<file path="src/rtl/cpu_pkg.sv">
// Shared constants for the 16-bit CPU control path: opcodes, sequencer states, ALU codes.
// Latency: n/a (definitions only).
// Backpressure: n/a (definitions only).
package cpu_pkg;

  // Field widths of the instruction word and the datapath.
  localparam int CPU_DATA_W = 16;
  localparam int CPU_IR_W   = 9;
  localparam int OP_W       = 3;
  localparam int REG_W      = 3;
  localparam int NUM_REGS   = 8;

  // Opcodes held in ir[8:6].
  localparam logic [OP_W-1:0] OP_MV  = 3'b000;
  localparam logic [OP_W-1:0] OP_MVI = 3'b001;
  localparam logic [OP_W-1:0] OP_ADD = 3'b010;
  localparam logic [OP_W-1:0] OP_SUB = 3'b011;
  localparam logic [OP_W-1:0] OP_AND = 3'b100;
  localparam logic [OP_W-1:0] OP_XOR = 3'b101;

  // Sequencer time steps.
  localparam logic [1:0] T0 = 2'd0;
  localparam logic [1:0] T1 = 2'd1;
  localparam logic [1:0] T2 = 2'd2;
  localparam logic [1:0] T3 = 2'd3;

  // ALU operation codes driven on alu_op.
  localparam logic [1:0] ALU_ADD = 2'b00;
  localparam logic [1:0] ALU_SUB = 2'b01;
  localparam logic [1:0] ALU_AND = 2'b10;
  localparam logic [1:0] ALU_XOR = 2'b11;

  // How an instruction walks through T1..T3.
  typedef enum logic [1:0] {
    CLS_MV  = 2'd0,  // register copy, retires in T1
    CLS_MVI = 2'd1,  // immediate load from din, retires in T1
    CLS_ALU = 2'd2,  // A <- rx, G <- A op ry, rx <- G; retires in T3
    CLS_NOP = 2'd3   // no writes, retires in T1
  } op_class_t;

  // One-hot register select from a 3-bit register index.
  function automatic logic [NUM_REGS-1:0] reg_onehot(input logic [REG_W-1:0] idx);
    logic [NUM_REGS-1:0] oh;
    oh = '0;
    oh[idx] = 1'b1;
    return oh;
  endfunction

endpackage

</file>
<file path="src/rtl/instr_decoder.sv">
// Instruction decoder: IR -> opcode class, one-hot/binary rx, ry, ALU operation.
// Latency: purely combinational, zero cycles.
// Backpressure: none; follows IR. CTRL_LOGIC_OPS_EN enables the and/xor opcodes.
module instr_decoder
  import cpu_pkg::*;
(
  input  logic [CPU_IR_W-1:0] ir,
  output op_class_t           op_class,
  output logic [NUM_REGS-1:0] rx_onehot,
  output logic [REG_W-1:0]    rx,
  output logic [REG_W-1:0]    ry,
  output logic [1:0]          alu_op
);

  logic [OP_W-1:0] opcode;

  assign opcode    = ir[8:6];
  assign rx        = ir[5:3];
  assign ry        = ir[2:0];
  assign rx_onehot = reg_onehot(ir[5:3]);

  // Classify the opcode and pick the ALU function for the arithmetic/logic path.
  always_comb begin
    op_class = CLS_NOP;
    alu_op   = ALU_ADD;
    case (opcode)
      OP_MV:  op_class = CLS_MV;
      OP_MVI: op_class = CLS_MVI;
      OP_ADD: begin
        op_class = CLS_ALU;
        alu_op   = ALU_ADD;
      end
      OP_SUB: begin
        op_class = CLS_ALU;
        alu_op   = ALU_SUB;
      end
`ifdef CTRL_LOGIC_OPS_EN
      OP_AND: begin
        op_class = CLS_ALU;
        alu_op   = ALU_AND;
      end
      OP_XOR: begin
        op_class = CLS_ALU;
        alu_op   = ALU_XOR;
      end
`else
      // Logic opcodes not built: they retire as NOPs and never reach the ALU.
      OP_AND, OP_XOR: begin
        op_class = CLS_NOP;
        alu_op   = ALU_ADD;
      end
`endif
      default: begin
        op_class = CLS_NOP;
        alu_op   = ALU_ADD;
      end
    endcase
  end

endmodule

</file>
<file path="src/rtl/control_unit.sv">
// Instruction sequencer: fetch IR in T0, drive bus/reg/ALU controls through T1..T3, pulse done.
// Latency: run->done 2 cycles (mv/mvi/nop), 4 cycles (ALU ops); controls combinational from state+IR.
// Backpressure: none; run sampled only in T0. Macro CTRL_LOGIC_OPS_EN adds and/xor opcodes.
module control_unit
  import cpu_pkg::*;
#(
  parameter int DATA_W = 16,
  parameter int IR_W   = 9
) (
  input  logic              clk,
  input  logic              resetn,
  input  logic              run,
  input  logic [DATA_W-1:0] din,
  output logic              ir_en,
  output logic [7:0]        r_in,
  output logic [2:0]        r_out,
  output logic              din_en,
  output logic              gout,
  output logic              a_in,
  output logic              g_in,
  output logic [1:0]        alu_op,
  output logic              done
);

  logic [1:0]          state;
  logic [IR_W-1:0]     ir;
  op_class_t           op_class;
  logic [NUM_REGS-1:0] rx_onehot;
  logic [REG_W-1:0]    rx;
  logic [REG_W-1:0]    ry;
  logic [1:0]          dec_alu_op;
  logic                unused_din_hi;

  // Only the low IR_W bits of din form an instruction; the rest is immediate data for the bus.
  assign unused_din_hi = ^din[DATA_W-1:IR_W];

  instr_decoder u_decoder (
    .ir        (ir),
    .op_class  (op_class),
    .rx_onehot (rx_onehot),
    .rx        (rx),
    .ry        (ry),
    .alu_op    (dec_alu_op)
  );

  // Sequencer state and instruction register; reset aborts any instruction in flight.
  always_ff @(posedge clk or negedge resetn) begin
    if (!resetn) begin
      state <= T0;
      ir    <= '0;
    end else begin
      case (state)
        T0: begin
          if (run) begin
            ir    <= din[IR_W-1:0];
            state <= T1;
          end
        end
        T1:      state <= (op_class == CLS_ALU) ? T2 : T0;
        T2:      state <= T3;
        T3:      state <= T0;
        default: state <= T0;
      endcase
    end
  end

  // Control outputs decoded from the current time step and instruction.
  always_comb begin
    ir_en  = 1'b0;
    r_in   = '0;
    r_out  = '0;
    din_en = 1'b0;
    gout   = 1'b0;
    a_in   = 1'b0;
    g_in   = 1'b0;
    alu_op = ALU_ADD;
    done   = 1'b0;
    case (state)
      T0: begin
        // Gated by resetn so run cannot leak through while the block is held in reset.
        ir_en = run & resetn;
      end
      T1: begin
        case (op_class)
          CLS_MV: begin
            r_out = ry;
            r_in  = rx_onehot;
            done  = 1'b1;
          end
          CLS_MVI: begin
            din_en = 1'b1;
            r_in   = rx_onehot;
            done   = 1'b1;
          end
          CLS_ALU: begin
            r_out = rx;
            a_in  = 1'b1;
          end
          default: begin
            done = 1'b1;
          end
        endcase
      end
      T2: begin
        r_out  = ry;
        g_in   = 1'b1;
        alu_op = dec_alu_op;
      end
      T3: begin
        gout = 1'b1;
        r_in = rx_onehot;
        done = 1'b1;
      end
      default: begin
        done = 1'b0;
      end
    endcase
  end

endmodule

</file>
<file path="config.mk">
export PLATFORM = sky130hd
export DESIGN_NAME = control_unit
export DESIGN_NICKNAME = d
export VERILOG_FILES = /design/src/rtl/cpu_pkg.sv /design/src/rtl/instr_decoder.sv /design/src/rtl/control_unit.sv
export SDC_FILE = /design/constraint.sdc
export NUM_CORES = 1
export LEC_CHECK = 0
export ABC_CLOCK_PERIOD_IN_PS = 3050
export BUFFER_PORTS_ARGS = -buffer_cell sky130_fd_sc_hd__buf_2
export CORE_MARGIN = 2
export CORE_UTILIZATION = 45
export CTS_CLUSTER_DIAMETER = 200
export DETAILED_ROUTE_END_ITERATION = 7
export HOLD_SLACK_MARGIN = 0.15
export PLACE_DENSITY_LB_ADDON = 0.1
export SETUP_SLACK_MARGIN = 0.4
export SLEW_MARGIN = 20
export SYNTH_ARGS = -nofsm -noshare
export SYNTH_HDL_FRONTEND = slang
export SYNTH_SLANG_ARGS = --single-unit
</file>
<file path="constraint.sdc">
create_clock -name clk -period 3.05 [get_ports clk]
set_input_delay 0.305 -clock clk [delete_from_list [all_inputs] [get_ports clk]]
set_output_delay 0.305 -clock clk [all_outputs]
set_load 0.01 [all_outputs]
</file>
Yosys cells after proc, flatten, opt, wreduce, memory -nomap -nowiden --
Cells that the tools add are included.
Operators by class: order comparisons 2, reductions and logical operators 7, divide/modulo/power cells 0, multiply operators 0, bitwise operators 1, shift operators 0, muxes and demuxes 21, equal/unequal tests 9, add/sub/neg operators 0
Operator list (number):
- 8-bit one-hot mux with 2 select lines | 1
- 3-bit one-hot mux with 2 select lines | 2
- 1-bit two-way mux | 10
- 8-bit two-way mux | 1
- 2-bit one-hot mux with 4 select lines | 1
- 2-bit equality test (second input constant) | 3
- 3-bit by 2-bit equality test with 1-bit output (second input constant) | 2
- 2-bit two-way mux | 3
- 2-bit one-hot mux with 3 select lines | 1
- 2-bit by 1-bit equality test with 1-bit output (second input constant) | 2
- 2-bit logical NOT | 2
- 3-bit by 4-bit less-than comparator with 1-bit output (second input constant) | 1
- 2-bit OR reduction | 2
- 1-bit demux with 3-bit select | 1
- 3-bit by 1-bit equality test with 1-bit output (second input constant) | 1
- 3-bit by 1-bit >= comparator with 1-bit output (second input constant) | 1
- 3-bit logical NOT | 1
- 2-bit != test (second input constant) | 1
- 1-bit one-hot mux with 2 select lines | 1
- 2-bit AND reduction | 1
- 1-bit bitwise AND | 1
- 1-bit logical AND | 1
Storage, ports and cells: memory bits (read-only) 0, output and inout port bits 19, bits of input ports 19, bits in writable memories 0, bits in registers 11, memories 0, word-level logic and storage cells 42, bits in latches 0

Depth between registers and ports, before layout --
Gate-level depths: netlist of the first run.
word-level depth 7, gate-level depth with buffers 5, depth with buffers taken out 5

Modules after synthesis --
From an unflattened synthesis of the first run, not the netlist that was laid out.
Second synthesis, totals: cells, all modules 86, area, all modules 838.3 um2
By module, submodules not included:
- control_unit | area an instance 694.4 um2, instances 1, cells each 64, seq. area each 275.3 um2
- instr_decoder | area an instance 143.9 um2, instances 1, cells each 22, seq. area each 0.0 um2

Worst setup path after synthesis of the first run --
OpenSTA, ideal clock, no wires.
path kind register to output, start reg with a tool-made name, end out r_in[0], path buffers 0, data arrival time 1.256 ns, path slack 1.489 ns, data required time 2.745 ns, cell stages (with the launch flop) 6, cell sequence dfrtp_1 -> inv_1 -> ha_1 -> nor3b_2 -> o21bai_1 -> nor3_1
RTL lines:
- end: declaration | RTL line control_unit.sv:15 | output logic [7:0] r_in,

==> results by group, run 1 <==
Synth
  – Synth warnings: 0
  – Yosys reg bits: 11
  – Seq/Total Area, Yosys: 0.426
  – Synth Net Count: 84
  – Avg Cell Area, Syn: 10.6 um^2
  – Area of the mapped netlist: 646 um^2
  – Netlist cell types: 21
  – Syn Inst Count: 61

Die
  – Initial Utilization: 0.490
  – Cell Rows: 13
  – DIE AREA: 0.00175 mm^2
  – IO Count: 38
  – Die width: 41.9 um
  – Core box area: 0.00132 mm^2
  – Vert. Die Dim: 41.9 um

Placement
  – Port-buffer cells: 29
  – Placer Congestion: 0.695
  – Pre-CTS worst setup slack: 1.28 ns
  – Area post-placement: 802 um^2
  – Post-DP HPWL: 990 um

Drt
  – Post-route ant nets: 0
  – Routed via count: 555
  – DRT Wirelength: 1.25 mm
  – DRT iter0 DRCs: 6
  – Post-DR wirelength/cell: 11.4 um
  – First-pass DRT Iterations: 4
  – DRC: 0
  – Via density: 5.09

Power and ir drop
  – Leakage power: 0.464 nW
  – Pwr dens: 906 mW/mm^2
  – Sw frac: 0.395
  – Internal Pwr Total: 459 uW
  – Sw Pwr: 300 uW
  – Clock power share: 0.130
  – Sequential share of power: 0.382
  – Gate power share: 0.488
  – Max IR drop VDD: 0.438 mV

Clock tree
  – Setup Fix Bufs, Post-CTS: 0
  – CTS Buffer Depth: 2
  – PostCTS Resize Cnt: 0
  – Clock net sink count: 11
  – Root Buffer: clkbuf_4
  – # H-tree levels: 1
  – CTS tree: done
  – Worst-skew pair later-pin latency: 0.26 ns
  – Num CTS Buffers: 3
  – Clock Pin Slew Worst Setup and Hold Paths: 0.07 ns

Worst setup path
  – Startpoint types: register
  – Req. time, crit path: 2.74 ns
  – Crit Path Class: register to output pin
  – Highest net fanout along the worst path: 4
  – Arr. time, crit path: 1.75 ns
  – Endpoint class of the critical path: output pin
  – Worst R2R Start: state[0]

Timing
  – Min Tclk post-route: 2.06 ns
  – Final WS setup: 0.992 ns
  – Setup TNS Final: 0 ns
  – RSZ-0062 raised after global routing: no
  – Max Freq: 0.486 GHz
  – Final Hold Fails: 0
  – # setup viols final: 0
  – Fin. max-slew vios: 0
  – Clock skew: 0.00357 ns
  – Tcrit/Tclk final: 0.675

Status
  – Status: finished clean

Global route
  – Global-route wire length before repair: 1.97 mm
  – Total GRT Usage: 0.152
  – Grt total ovfl: 0
  – Initial antenna violation count: 0
  – Vias in the first global route: 478
  – Pin count of the biggest net entering global routing: 13

Finish
  – Ant. Diodes: 0
  – # nets final: 118
  – Layout cells sized above 1: 0.468
  – Area Overhead vs Synth: 29.8%
  – Design area: 838 um^2

Worst hold path
  – Hold path start: din[6]
  – Hold Path Class: input pin to register

Job
  – Max cap viols: 0
==> flip-flops by register name, indices dropped and copies added (netlist names), named ones only <==
| signal | cells |
|---|---|
| ir | 9 |
| state | 1 |
==> repair_timing <==
action,in CTS,in global routing
endpoints found under the hold margin,11,0
endpoints found under the setup margin,0,0
hold buffers,1,0
==> cells in the mapped netlist (all sizes together) <==
master	number	area (um^2)
a21o	1	7.51
a21oi	1	5.00
a31oi	1	6.26
a32o	3	30.0
and2	2	12.5
and3	3	18.8
buf	1	7.51
conb	1	3.75
dfrtp	11	275
ha	4	50.1
inv	5	18.8
mux2	10	113
nand2	2	10.0
nand2b	2	12.5
nor2	7	26.3
nor2b	1	6.26
nor3	2	10.0
nor3b	1	12.5
o21ai	1	5.00
o21bai	2	15.0
==> critical path, cell delays in order (launching register included) <==
cell and delay, ns:
dfrtp_1 0.42, inv_1 0.09, ha_1 0.19, nor3b_2 0.28, a21o_1 0.20, a32o_1 0.18, buf_2 0.13
==> final timing paths <==
check / to / slack (ns) / depth (start not counted)
worst max-delay path: r_out[1] / 0.99 / 6
worst min-delay path: ir[6] / 0.27 / 2
worst max register to register: ir[0] / 1.64 / 4
worst min register to register: ir[1] / 0.53 / 1
max in group asynchronous: ir[4] / 2.41 / 2
min in group asynchronous: ir[7] / 0.44 / 2
==> logic make-up (layout without fill, tap and decap cells) <==
group                    count (synthesis)  after routing  synth area share
AO/OA/AOI/OAI                            9              9             0.107
adder cells (fa/ha/maj)                  4              4            0.0775
buffers and inverters                    6             39            0.0407
flip-flops                              11             11             0.426
multiplexers                            10             10             0.174
other                                    1              1           0.00581
AND/OR/NAND/NOR                         20             20             0.169
==> stage by stage <==
step	std cells	utilization	power [mW]	hold slack [ns]
after floorplan	61	-	0.553	0.00941
after global placement	104	0.609	0.653	0.190
after detailed placement	104	0.609	0.665	0.189
after CTS	109	0.636	0.768	0.257
after global routing	109	0.636	0.824	0.259
final	109	0.636	0.759	0.266
==> layout by cell type, fill, tap and decap left out <==
master and count:
o21bai_1 2, nor3b_2 1, inv_1 5, dfrtp_1 11, a31oi_1 1, a32o_1 3
conb_1 1, dlygate4sd3_1 1, nor3_1 2, o21ai_1 1, mux2_2 10, clkbuf_4 3
buf_2 29, and2_1 2, nand2b_1 2, nor2b_1 1, a21o_1 1, and3_1 3
ha_1 4, clkbuf_1 1, nand2_2 1, a21oi_1 1, nor2_1 7, nand2_1 1
==> power by group through the flow <==
| stage | Clock (mW) | Sequential (mW) | Combinational [mW] |
|---|---|---|---|
| CTS | 0.102 | 0.290 | 0.376 |
| global route | 0.110 | 0.304 | 0.410 |
| global placement | 0 | 0.288 | 0.365 |
| finish | 0.0984 | 0.290 | 0.370 |
| floorplan | 0 | 0.271 | 0.282 |
| detailed placement | 0 | 0.292 | 0.373 |
==> cell type report <==
type	instances	area (um^2)
clock buffers	4	26.3
inverters	5	18.8
repair buffers	30	155
flip-flops and latches	11	275
well taps	15	18.8
fillers	110	479
multi-input cells	44	344
==> metal layers <==
layer | vias up | track usage | wire, um
met5 | - | 0 | 0
met4 | 0 | 0.0968 | 11
met3 | 2 | 0.0435 | 93
met2 | 21 | 0.244 | 565
met1 | 251 | 0.177 | 576
li1 | 281 | - | -
Power figures use the tool's default switching activity.
==> inputs of run 2 (changes only) <==
Settings changed: ABC_AREA from default to 1, ABC_CLOCK_PERIOD_IN_PS 3050 to 1860, CORE_UTILIZATION 45 to 39.
Clock period 3.05 ns to 1.86 ns, I/O delays scaled along.
==> results by group, run 2 <==
Timing
  – Clock skew: 0.00300 ns (-0.000571 ns)
  – Setup TNS Final: 0 ns (unchanged)
  – Final WS setup: 0.214 ns (-0.778 ns)
  – Fin. max-slew vios: 0 (unchanged)
  – Worst-Margin Slew: 0.546 ns
  – Max Freq: 0.607 GHz
  – Min Tclk post-route: 1.65 ns
  – Tcrit/Tclk final: 0.885
  – Final Hold Fails: 0 (unchanged)
  – # setup viols final: 0 (unchanged)
  – Max-slew headroom: 0.635
  – RSZ-0062 raised after global routing: yes

Clock tree
  – CTS Buffer Depth: 2 (unchanged)
  – Worst-skew pair later-pin latency: 0.28 ns (+0.02 ns)
  – # H-tree levels: 1 (unchanged)
  – CTS tree: done
  – Clock Pin Slew Worst Setup and Hold Paths: 0.08 ns (about the same)
  – Num CTS Buffers: 3 (unchanged)
  – Clock net sink count: 11 (unchanged)
  – Root Buffer: clkbuf_4

Synth
  – Most used DFF post-synth: dfrtp_1
  – Synth top area cells: dfrtp_1 (39%), nand2_1 (11%), nor2_1 (11%)
  – Seq/Total Area, Yosys: 0.393 (-0.0335)
  – Top-count cell post-synth: nand2_1
  – Netlist cell types: 16 (-24%)
  – Synth Net Count: 118 (+40%)
  – EDFF count, synth: 0 (unchanged)
  – Synth warnings: 0 (unchanged)
  – Yosys reg bits: 11 (unchanged)
  – Area of the mapped netlist: 701 um^2 (+8.5%)
  – Avg Cell Area, Syn: 7.38 um^2 (-30%)
  – Area share of the largest cell type after synthesis: 0.393 (-0.0335)
  – Syn Inst Count: 95 (+56%)
  – Commonest cells in the netlist: nand2_1 (21), nor2_1 (20), dfrtp_1 (11)
  – Area leader, netlist: dfrtp_1
  – Async SR Flop Fraction: 1.00 (unchanged)

Finish
  – Register area: 278 um^2 (+0.91%)
  – Layout cells sized above 1: 0.559 (+0.0905)
  – Leading cell type in the layout, fill and taps excluded: buf_2
  – Number of flip-flops in the largest register: 9 (unchanged)
  – Area Overhead vs Synth: 70.7%
  – # nets final: 169 (+43%)
  – Largest regs: ir x9, state x1
  – Ant. Diodes: 0 (unchanged)
  – Fill count: 133 (+21%)
  – Biggest register: ir
  – Most frequent cells in the layout: buf_2 (27), nor2_1 (17), nand2_1 (15)
  – Multi-input gate area: 477 um^2 (+39%)

Global route
  – Global-route wire length before repair: 3.05 mm (+55%)
  – Vias in the first global route: 716 (+50%)
  – Pin count of the biggest net entering global routing: 12 (-1)
  – Grt total ovfl: 0 (unchanged)
  – Total GRT Usage: 0.206 (+0.0542)
  – Initial antenna violation count: 0 (unchanged)

Die
  – Initial Utilization: 0.410 (-0.0798)
  – Cell Rows: 15 (+2)
  – IO Count: 38 (unchanged)
  – Die width: 46.4 um (+11%)
  – DIE AREA: 0.00215 mm^2 (+23%)
  – Core box area: 0.00171 mm^2 (+30%)
  – Vert. Die Dim: 46.4 um (+11%)

Worst setup path
  – Highest net fanout along the worst path: 4 (unchanged)
  – RR Endpoint: ir[2]
  – Req. time, crit path: 1.67 ns (-1.07 ns)
  – Arr. time, crit path: 1.46 ns (-0.29 ns)
  – Cells on worst reg2reg path: 6 (+2)
  – Crit Path Class: register to output pin
  – Worst R2R Setup Slack: 0.47 ns (-1.17 ns)
  – Endpoint class of the critical path: output pin
  – Startpoint types: register

Status
  – Status: finished clean

Worst hold path
  – Hold Path Class: input pin to register
  – Hold Path End: ir[7]
  – Min-Delay Path Depth: 3 (+1)
  – Hold path start: din[7]

Power and ir drop
  – Sw frac: 0.466 (+0.0709)
  – Max IR drop VDD: 0.927 mV (+110%)
  – Sequential share of power: 0.265 (-0.117)
  – Pwr dens: 1530 mW/mm^2 (+69%)
  – Sw Pwr: 853 uW (+180%)
  – Leakage power: 0.617 nW (+33%)
  – Gate power share: 0.639 (+0.151)
  – Clock power share: 0.096 (-0.034)
  – Internal Pwr Total: 978 uW (+110%)

Drt
  – Post-DR wirelength/cell: 12.7 um (+11%)
  – Post-route ant nets: 0 (unchanged)
  – DRC: 0 (unchanged)
  – DRT iter0 DRCs: 16 (+10)
  – DRT Wirelength: 2.16 mm (+74%)
  – First-pass DRT Iterations: 4 (unchanged)
  – Via density: 4.59 (-9.9%)
  – Routed via count: 780 (+41%)

Placement
  – Placer Congestion: 0.740 (+6.5%)
  – Post-DP HPWL: 1.23 mm (+24%)
  – Pre-CTS worst setup slack: 0.321 ns (-0.955 ns)
  – Port-buffer cells: 29 (unchanged)

Job
  – Max cap viols: 0 (unchanged)
run 2: cell types whose count changed in the layout (fill, tap and decap cells not counted), sizes merged, moves of 3 or more:
cell         change
nand2           +21
nor2            +15
a32o             -3
and3             -3
a21oi            +8
dlygate4sd3      +5
nand3            +3
mux2             -6
buf             +13
inv              +8
run 2: cell type report:
class / count / area share
clock buffers: 4 / 0.0220
inverters: 13 / 0.0450
multi-input cells: 69 / 0.399
flip-flops and latches: 11 / 0.232
well taps: 25 / 0.0262
repair buffers: 48 / 0.276
run 2: stage by stage:
stage / hold WS, ns / area (um^2) / utilization / power [mW] / instances
after floorplan: -0.110 / 701 / - / 0.941 / 95
after global placement: 0.0768 / 870 / 0.509 / 1.12 / 148
after detailed placement: 0.0843 / 870 / 0.509 / 1.13 / 148
after CTS: 0.155 / 1120 / 0.654 / 1.63 / 167
after global routing: 0.177 / 1200 / 0.700 / 1.96 / 170
final: 0.157 / 1200 / 0.700 / 1.83 / 170
run 2: worst max-delay path by stage:
stage               startpoint  slack [ns]  cells after the start  endpoint
global route             ir[7]        0.15                      7  r_out[1]
CTS                   state[0]        0.22                      6   r_in[4]
detailed placement    register        0.32                      7   r_in[4]
floorplan             register        0.52                      6   r_in[0]
finish                register        0.21                      7  r_out[2]
global placement      register        0.35                      7   r_in[4]
run 2: cell families after synthesis:
family | Yosys count | synth area share
AOI/OAI and AO/OA | 12 | 0.0911
adders and majority gates | 4 | 0.0714
buffers and inverters | 15 | 0.0911
DFF | 11 | 0.393
muxes | 4 | 0.0643
other | 1 | 0.00535
and+or+nand+nor | 48 | 0.284
run 2: routing by layer:
layer	global-route usage	vias to the layer above	wire, um
met1	0.221	361	857
li1	-	392	-
met2	0.389	23	1200
met4	0.103	0	31
met5	0	-	0
met3	0.0235	4	74
run 2: repair_timing:
action                                 4_1_cts  5_1_grt
hold buffers                                 6        0
setup endpoints to repair                   17       18
pin swaps                                   14        9
gates resized for setup                     26       17
buffers inserted                             9        3
endpoints found under the hold margin       16        0
run 2: power groups by stage:
stage | Combinational (mW) | Clock, mW | Sequential (mW)
after global routing | 1.27 | 0.188 | 0.504
after detailed placement | 0.660 | 0 | 0.474
after floorplan | 0.499 | 0 | 0.442
after CTS | 0.965 | 0.184 | 0.483
after global placement | 0.646 | 0 | 0.470
final | 1.17 | 0.176 | 0.485
run 2: worst max-delay path, cell delays in order (launching register included):
cell and delay (ns):
dfrtp_1 0.40, inv_2 0.08, ha_4 0.15, buf_6 0.10
buf_8 0.12, nand2_4 0.05, a21oi_2 0.13, buf_2 0.14
==> inputs of run 3 (changes only) <==
Settings changed: ABC_CLOCK_PERIOD_IN_PS 1860 to default, CELL_PAD_IN_SITES_DETAIL_PLACEMENT from default to 0, CELL_PAD_IN_SITES_GLOBAL_PLACEMENT from default to 2, CORE_MARGIN 2 to default, CORE_UTILIZATION 39 to 20.
==> results by group, run 3 (synthesis gave the netlist of run 2 again) <==
Status
  – Status: finished clean

Drt
  – DRT iter0 DRCs: 14 (-2)
  – DRC: 0 (unchanged)
  – Via density: 3.95 (-14%)
  – First-pass DRT Iterations: 4 (unchanged)
  – Post-DR wirelength/cell: 11.0 um (-14%)
  – Routed via count: 747 (-4.2%)
  – Post-route ant nets: 0 (unchanged)
  – DRT Wirelength: 2.07 mm (-4.3%)

Timing
  – Max Freq: 0.614 GHz (+1.1%)
  – Clock skew: 0.00215 ns (-0.000847 ns)
  – Final Hold Fails: 0 (unchanged)
  – # setup viols final: 0 (unchanged)
  – Final WS setup: 0.232 ns (+0.0185 ns)
  – Fin. max-slew vios: 0 (unchanged)
  – Worst-Margin Slew: 0.534 ns (-0.0114 ns)
  – Max-slew headroom: 0.643 (+0.00760)
  – Tcrit/Tclk final: 0.875 (-0.00992)
  – Min Tclk post-route: 1.63 ns (-0.0185 ns)
  – Setup TNS Final: 0 ns (unchanged)
  – RSZ-0062 raised after global routing: yes

Placement
  – Area post-placement: 896 um^2 (+3.0%)
  – Port-buffer cells: 29 (unchanged)
  – Pre-CTS worst setup slack: 0.281 ns (-0.0404 ns)
  – Inst Count DP: 169 (+14%)
  – Placer Congestion: 0.684 (-7.6%)
  – Post-DP HPWL: 1.46 mm (+19%)

Worst setup path
  – End of the critical path: r_in[0]
  – Arr. time, crit path: 1.44 ns (-0.02 ns)
  – Crit path largest cell delay: 0.41 ns (about the same)
  – Endpoint class of the critical path: output pin
  – Req. time, crit path: 1.67 ns (about the same)
  – Crit Path Class: register to output pin
  – Max stage delay cell, worst path: dfrtp_1
  – Worst R2R Setup Slack: 0.46 ns (about the same)
  – Startpoint types: register
  – Highest net fanout along the worst path: 4 (unchanged)
  – RR Endpoint: ir[6]
  – Cells on worst reg2reg path: 6 (unchanged)
  – Critical path, cell by cell: buf_4, ha_1, inv_2, o21ai_4, nand2_2, nor2_1, buf_2

Die
  – Core box area: 0.00334 mm^2 (+95%)
  – IO Count: 38 (unchanged)
  – DIE AREA: 0.00374 mm^2 (+74%)
  – Initial Utilization: 0.210 (-0.200)
  – Die width: 61.2 um (+32%)
  – Vert. Die Dim: 61.2 um (+32%)
  – Cell Rows: 21 (+6)

Job
  – Max cap viols: 0 (unchanged)

Finish
  – Design area: 0.00117 mm^2 (-1.9%)
  – Most frequent cells in the layout: buf_2 (26), nand2_1 (18), nor2_1 (17)
  – Ant. Diodes: 0 (unchanged)
  – Number of flip-flops in the largest register: 9 (unchanged)
  – Largest regs: ir x9, state x1
  – Leading cell type in the layout, fill and taps excluded: buf_2
  – Layout cells sized above 1: 0.517 (-0.0411)
  – # nets final: 167 (-1.2%)
  – Biggest register: ir
  – Area Overhead vs Synth: 67.5%
  – Final cell count without fillers: 189 (+11%)
  – End-of-flow core utilization: 0.352 (-0.349)
  – Fill count: 388 (+190%)

Clock tree
  – Clock Pin Slew Worst Setup and Hold Paths: 0.08 ns (about the same)
  – Worst-skew pair later-pin latency: 0.27 ns (about the same)
  – Root Buffer: clkbuf_4
  – Clock net sink count: 11 (unchanged)
  – # H-tree levels: 1 (unchanged)
  – CTS tree: done
  – CTS Buffer Depth: 2 (unchanged)
  – Num CTS Buffers: 3 (unchanged)

Global route
  – Total GRT Usage: 0.120 (-0.0860)
  – Vias in the first global route: 671 (-6.3%)
  – Pin count of the biggest net entering global routing: 12 (unchanged)
  – Grt total ovfl: 0 (unchanged)
  – Global-route wire length before repair: 3.11 mm (+2.0%)
  – Initial antenna violation count: 0 (unchanged)

Power and ir drop
  – Leakage power: 0.591 nW (-4.2%)
  – Max IR drop VDD: 0.464 mV (-50%)
  – Pwr dens: 1440 mW/mm^2 (-5.9%)

Worst hold path
  – Hold Path Class: input pin to register
-- run 3: timing repair --
item                                    in CTS  in global routing
buffers inserted                             7                  4
pin swaps                                   11                  8
hold buffers                                 5                  0
hold endpoints to repair                    15                  0
resized for setup                           26                  5
endpoints found under the setup margin      17                 17
-- run 3: area by class of cell --
| cell class | count | area, um^2 | share of cell area |
|---|---|---|---|
| clock buffer | 4 | 26.3 | 0.0224 |
| inverter | 13 | 48.8 | 0.0416 |
| multi-input combinational | 69 | 453 | 0.386 |
| sequential | 11 | 277 | 0.236 |
| tap | 46 | 57.6 | 0.0490 |
| timing repair buffer | 46 | 312 | 0.265 |
-- run 3: worst min path at each step --
stage          startpoint                         end  slack [ns]  cells after the start
3_5_place_dp       resetn                       ir[5]        0.09                      1
3_3_place_gp       resetn                       ir[5]        0.09                      1
6_report           din[5]                       ir[5]        0.16                      3
5_1_grt            din[5]                       ir[5]        0.16                      3
4_1_cts            din[5]                       ir[5]        0.16                      3
2_1_floorplan      resetn  asynchronous set/reset pin       -0.11                      0
-- run 3: critical path, delay by kind of cell (launching register included) --
family | cells | cell delay, ns
adders and majority gates | 1 | 0.19
buffers and inverters | 3 | 0.37
AOI/OAI and AO/OA | 1 | 0.06
DFF | 1 | 0.41
and+or+nand+nor | 2 | 0.14
-- run 3: power by group --
group	total (mW)	switching, mW	internal [mW]
registers	0.485	0.128	0.357
clock network	0.172	0.0886	0.0831
logic	1.03	0.548	0.487
total	1.69	0.764	0.927
-- run 3: metal layers --
metal	GRT usage	up-vias	wire length [um]
met4	0.0584	0	15
met3	0.0252	2	86
met1	0.154	340	1040
li1	-	385	-
met2	0.193	20	931
met5	0	-	0
-- run 3: metrics by stage --
step                hold slack (ns)  power, mW
floorplan                    -0.110      0.941
global placement             0.0881       1.16
detailed placement           0.0869       1.16
CTS                           0.159       1.62
global route                  0.159       1.83
finish                        0.156       1.69
